==> src/rtl/flags_context_stack_if.sv <==
// Bundles the flags-register control inputs and status outputs between the
// control/ALU side (master) and the flags context stack (slave).
interface flags_context_stack_if #(
  parameter int FLAG_W = 4,
  parameter int DEPTH  = 4
);
  localparam int CNT_W = $clog2(DEPTH + 1);

  logic              flags_reg_write_enable;
  logic [FLAG_W-1:0] flags_mask;
  logic [FLAG_W-1:0] d;
  logic              push;
  logic              pop;
  logic              err_clr;
  logic [FLAG_W-1:0] q;
  logic [CNT_W-1:0]  depth;
  logic              full;
  logic              empty;
  logic              ovf_err;
  logic              unf_err;

  modport master (
    output flags_reg_write_enable, flags_mask, d, push, pop, err_clr,
    input  q, depth, full, empty, ovf_err, unf_err
  );

  modport slave (
    input  flags_reg_write_enable, flags_mask, d, push, pop, err_clr,
    output q, depth, full, empty, ovf_err, unf_err
  );
endinterface

==> src/rtl/flags_context_stack.sv <==
// Flags register with per-bit masked write and a LIFO save/restore stack;
// overflow/underflow are recorded in sticky error flags cleared by err_clr.
module flags_context_stack #(
  parameter int FLAG_W = 4,
  parameter int DEPTH  = 4
) (
  input logic clk,
  input logic rst,
  flags_context_stack_if.slave bus
);
  localparam int CNT_W = $clog2(DEPTH + 1);
  localparam int AW    = (DEPTH > 1) ? $clog2(DEPTH) : 1;

  logic [FLAG_W-1:0] stack_mem [DEPTH];

  logic [FLAG_W-1:0] q_reg, q_next;
  logic [CNT_W-1:0]  depth_reg, depth_next;
  logic              ovf_reg, ovf_next;
  logic              unf_reg, unf_next;

  logic [FLAG_W-1:0] base;
  logic [FLAG_W-1:0] mask_eff;
  logic              full, empty;
  logic              push_ok, pop_ok, ovf_set, unf_set;
  logic [CNT_W-1:0]  top_cnt;
  logic [AW-1:0]     wr_addr, rd_addr;

  assign full  = (depth_reg == CNT_W'(DEPTH));
  assign empty = (depth_reg == '0);

  // A simultaneous push and pop cancels out: no stack movement, no error.
  assign push_ok = bus.push & ~bus.pop & ~full;
  assign pop_ok  = bus.pop & ~bus.push & ~empty;
  assign ovf_set = bus.push & ~bus.pop & full;
  assign unf_set = bus.pop & ~bus.push & empty;

  assign top_cnt = depth_reg - CNT_W'(1);
  assign wr_addr = depth_reg[AW-1:0];
  assign rd_addr = top_cnt[AW-1:0];

  assign base     = pop_ok ? stack_mem[rd_addr] : q_reg;
  assign mask_eff = bus.flags_reg_write_enable ? bus.flags_mask : '0;

  generate
    for (genvar gi = 0; gi < FLAG_W; gi++) begin : g_merge
      assign q_next[gi] = mask_eff[gi] ? bus.d[gi] : base[gi];
    end
  endgenerate

  always_comb begin
    depth_next = depth_reg;
    if (push_ok) begin
      depth_next = depth_reg + CNT_W'(1);
    end else if (pop_ok) begin
      depth_next = top_cnt;
    end
  end

  // A new error event in the same cycle as err_clr keeps the flag set.
  assign ovf_next = (ovf_reg & ~bus.err_clr) | ovf_set;
  assign unf_next = (unf_reg & ~bus.err_clr) | unf_set;

  always_ff @(posedge clk) begin
    if (rst) begin
      q_reg     <= '0;
      depth_reg <= '0;
      ovf_reg   <= 1'b0;
      unf_reg   <= 1'b0;
    end else begin
      q_reg     <= q_next;
      depth_reg <= depth_next;
      ovf_reg   <= ovf_next;
      unf_reg   <= unf_next;
    end
  end

  // Storage is deliberately unreset; the saved value is q before this cycle's write.
  always_ff @(posedge clk) begin
    if (!rst && push_ok) begin
      stack_mem[wr_addr] <= q_reg;
    end
  end

  assign bus.q       = q_reg;
  assign bus.depth   = depth_reg;
  assign bus.full    = full;
  assign bus.empty   = empty;
  assign bus.ovf_err = ovf_reg;
  assign bus.unf_err = unf_reg;
endmodule

==> src/flat_wrapper.sv <==
// flat-port wrapper written by rule: the top's interface ports become plain ports
module flags_context_stack_flat 
#(
  parameter int FLAG_W = 4,
  parameter int DEPTH  = 4
)
  (clk, rst, bus_flags_reg_write_enable, bus_flags_mask, bus_d, bus_push, bus_pop, bus_err_clr, bus_q, bus_depth, bus_full, bus_empty, bus_ovf_err, bus_unf_err);
  flags_context_stack_if #(.FLAG_W(FLAG_W), .DEPTH(DEPTH)) bus_i ();
  input logic clk;
  input logic rst;
  input wire logic [$bits(bus_i.flags_reg_write_enable)-1:0] bus_flags_reg_write_enable;
  input wire logic [$bits(bus_i.flags_mask)-1:0] bus_flags_mask;
  input wire logic [$bits(bus_i.d)-1:0] bus_d;
  input wire logic [$bits(bus_i.push)-1:0] bus_push;
  input wire logic [$bits(bus_i.pop)-1:0] bus_pop;
  input wire logic [$bits(bus_i.err_clr)-1:0] bus_err_clr;
  output wire logic [$bits(bus_i.q)-1:0] bus_q;
  output wire logic [$bits(bus_i.depth)-1:0] bus_depth;
  output wire logic [$bits(bus_i.full)-1:0] bus_full;
  output wire logic [$bits(bus_i.empty)-1:0] bus_empty;
  output wire logic [$bits(bus_i.ovf_err)-1:0] bus_ovf_err;
  output wire logic [$bits(bus_i.unf_err)-1:0] bus_unf_err;
  assign bus_i.flags_reg_write_enable = bus_flags_reg_write_enable;
  assign bus_i.flags_mask = bus_flags_mask;
  assign bus_i.d = bus_d;
  assign bus_i.push = bus_push;
  assign bus_i.pop = bus_pop;
  assign bus_i.err_clr = bus_err_clr;
  assign bus_q = bus_i.q;
  assign bus_depth = bus_i.depth;
  assign bus_full = bus_i.full;
  assign bus_empty = bus_i.empty;
  assign bus_ovf_err = bus_i.ovf_err;
  assign bus_unf_err = bus_i.unf_err;
  flags_context_stack #(.FLAG_W(FLAG_W), .DEPTH(DEPTH)) u_core (.clk(clk), .rst(rst), .bus(bus_i));
endmodule
==> config.mk <==
export PLATFORM = sky130hd
export DESIGN_NAME = flags_context_stack_flat
export DESIGN_NICKNAME = d
export VERILOG_FILES = /design/src/rtl/flags_context_stack_if.sv /design/src/rtl/flags_context_stack.sv /design/src/flat_wrapper.sv
export SDC_FILE = /design/constraint.sdc
export NUM_CORES = 1
export LEC_CHECK = 0
export BUFFER_PORTS_ARGS = -buffer_cell sky130_fd_sc_hd__buf_2
export CORE_MARGIN = 2
export CORE_UTILIZATION = 50
export DETAILED_ROUTE_END_ITERATION = 8
export PLACE_DENSITY = 0.84
export SLEW_MARGIN = 30
export SYNTH_ARGS = -nofsm -noshare
export SYNTH_HDL_FRONTEND = slang
export SYNTH_SLANG_ARGS = --single-unit
==> constraint.sdc <==
create_clock -name clk -period 3.4 [get_ports clk]
set_input_delay 0.68 -clock clk [delete_from_list [all_inputs] [get_ports clk]]
set_output_delay 0.68 -clock clk [all_outputs]
set_load 0.02 [all_outputs]
==> run_results.csv <==
group,metric,value,unit
status,status,"complete, no violations",
place,hpwl,1822,µm
floorplan,initial_core_util,0.5277,
timing,clock.fmax,407.2,MHz
pwr,clkPwrFrac,0.205,
synthesis,synthesis.area,1156,µm²
synthesis,avgSynthCellArea,12.43,µm²
floorplan,dieArea,2713,µm²
hold_path,whs_path_depth,2,
pwr,fin_total_pwr,0.0006406,W
final_layout,final_layout_size_suffix_gt1_frac,0.2991,
pwr,pwr-share-comb,0.231,
setup_path,crit_fanout,8,
clock_network,cts_hold_buf,0,
clock_network,cts_resized,0,
clock_network,clk_pin_slew,140,ps
timing,slew_headroom,0.7089,
hold_path,hp-start,"u_core.bus.unf_err",
timing,skew,21.79,ps
timing,setup_viol,0,
clock_network,cts-root-buf,"clkbuf_4",
setup_path,timing.rr.end,"u_core.bus.depth[2]",
route,wl_per_cell,16.50,µm
global_route,use_met3,0.02586,
timing,worst_pin_slew,436.1,ps
route,drtAntennaViolNets,0,
route,via_per_inst,5.510,
clock_network,clk_path_buf_depth,2,
global_route,overflow,0,
global_route,grt_start_max_net_pins,14,
hold_path,hp-class,"flop to flop",
synthesis,yosysUniqueCellTypes,26,
final_layout,fillers,192,
synthesis,yosysSeqAreaShare,0.5714,
clock_network,cts_sinks,25,
flow_run,maxCapViolations,0,
final_layout,fin_nets,138,
place,pre_cts_ws,1218,ps
pwr,internal_power,0.0004492,W
global_route,grt_util_all_layers,0.1892,
timing,rsz0062_at_grt,"no",
route,detail_route.iter0.violations,30,
clock_network,htreeDepth,1,
setup_path,cp_data_required_time,2720,ps
floorplan,die-height,52.09,µm
place,portBuffers,24,
synthesis,yosys_warnings,0,
route,drc,0,
setup_path,r2r_cells,6,
synthesis,syn_nets,113,
clock_network,cts_buffers,3,
global_route,use_met1,0.2457,
route,wl,2392,µm
timing,min_period_over_period,0.7223,
final_layout,antenna_cells,0,
global_route,grt_busiest_layer,"met2",
floorplan,core_area,2191,µm²
hold_path,min_to,"u_core.bus.unf_err",
timing,tns,0,ps
final_layout,layout_commonest_cell,"buf_2",
clock_network,cts_tree,"yes",
global_route,grt_first_pass_wirelength,3567,µm
synthesis,ys_seq_elements,25,
final_layout,utilization,0.5922,
route,vias,799,
floorplan,die_x,52.09,µm
final_layout,final_cell_mix,"24 x buf_2, 16 x edfxtp_1, 15 x nand2_1",
setup_path,reg2reg_slack,1230,ps
place,finalWeightedCongestion,0.9442,
clock_network,clk_latency,320,ps
pwr,seqPwrFrac,0.565,
global_route,first_global_vias,762,
pwr,vdd.ir_drop.worst,0.2329,mV
route,first_pass_iters,6,
timing,finalCriticalPeriod,2456,ps
pwr,switchingPower,0.0001914,W
pwr,power.density,493.7,nW/µm²
setup_path,critPathCaptureType,"primary output",
setup_path,reg2reg_from,"u_core.bus.depth[0]",
setup_path,startpoint_type,"flop",
pwr,p_leak,0.5123,nW
floorplan,rows,17,
final_layout,area_growth,12.23,%
global_route,antenna_found_initial,0,
clock_network,cts_setup_buffers,0,
setup_path,crit_type,"flop to primary output",
timing,final_max_slew_viol_count,0,
global_route,met2_usage,0.3228,
setup_path,crit_arrival,1780,ps
pwr,p_sw_frac,0.2988,
timing,setup_ws,944.1,ps
final_layout,largest_reg_flops,16,
timing,hold_violations,0,
floorplan,ios,25,
synthesis,syn_inst,93,
-- worst max-delay path by stage --
stage / start / to / slack, ps
after floorplan: u_core.bus.depth[0] / u_core.bus.depth[2] / 1290
after global placement: u_core.bus.depth[0] / u_core.bus.depth[2] / 1360
after detailed placement: u_core.bus.depth[0] / u_core.bus.depth[2] / 1220
after CTS: u_core.bus.depth[0] / bus_empty / 920
after global routing: u_core.bus.depth[0] / bus_empty / 800
final: u_core.bus.depth[0] / bus_empty / 940
-- area by class of cell --
| cell class | instances | area [µm²] | share of cell area |
|---|---|---|---|
| well taps | 28 | 35.03 | 0.02700 |
| inverters | 4 | 15.01 | 0.01157 |
| clock buffers | 4 | 26.28 | 0.02025 |
| multi-input cells | 60 | 440.4 | 0.3394 |
| repair buffers | 24 | 120.1 | 0.09257 |
| flip-flops and latches | 25 | 660.6 | 0.5092 |
-- logic make-up after synthesis --
group           synth area share
flops                     0.5714
compound gates           0.06709
mux                      0.07793
fa+ha+maj                0.06493
simple gates              0.1634
xor+xnor                0.007577
buf+inv                  0.04761
-- synth_stat cells --
library cell	n	area (µm²)
edfxtp_1	16	480.5
nand2_1	15	56.30
dfxtp_1	9	180.2
nor2_1	7	26.28
ha_1	6	75.07
a21oi_1	5	25.02
a311oi_1	4	35.03
and2_1	4	25.02
inv_1	4	15.01
mux4_2	4	90.09
a31oi_1	2	12.51
buf_4	2	15.01
nor2_2	2	12.51
and2b_1	1	7.510
and2b_4	1	10.01
buf_6	1	11.26
clkbuf_8	1	13.76
nand2b_1	1	6.260
nand3_1	1	5.000
nand3b_1	1	7.510
nor2b_1	1	6.260
nor3_1	1	5.000
nor3b_2	1	12.51
o21ai_0	1	5.000
or3b_1	1	8.760
xnor2_1	1	8.760
-- critical path: stages, from the launching register on --
cell	delay [ps]
dfxtp_1	620
inv_1	190
ha_1	260
ha_1	220
buf_2	170
-- per-stage QoR --
stage          cells  instance area [µm²]  hold slack, ps
6_report         145                 1297           483.5
5_1_grt          145                 1297           499.4
4_1_cts          145                 1297           484.9
3_5_place_dp     141                 1271           466.9
3_3_place_gp     141                 1271           452.2
2_1_floorplan     93                 1156           539.8
-- power by group through the flow --
stage | sequential, W | combinational (W) | clock (W)
5_1_grt | 0.000365 | 0.000161 | 0.000140
3_3_place_gp | 0.000367 | 0.000143 | 0
2_1_floorplan | 0.000372 | 0.000104 | 0
4_1_cts | 0.000362 | 0.000150 | 0.000131
6_report | 0.000362 | 0.000148 | 0.000131
3_5_place_dp | 0.000369 | 0.000149 | 0
-- per-layer routing --
layer | routed length, µm | share of wire | vias to the layer above
met5 | 0 | 0 | -
met4 | 21 | 0.0088 | 0
li1 | - | - | 378
met1 | 974 | 0.41 | 374
met2 | 1218 | 0.51 | 43
met3 | 178 | 0.074 | 4
No activity file was read; power rests on OpenSTA's default activity.
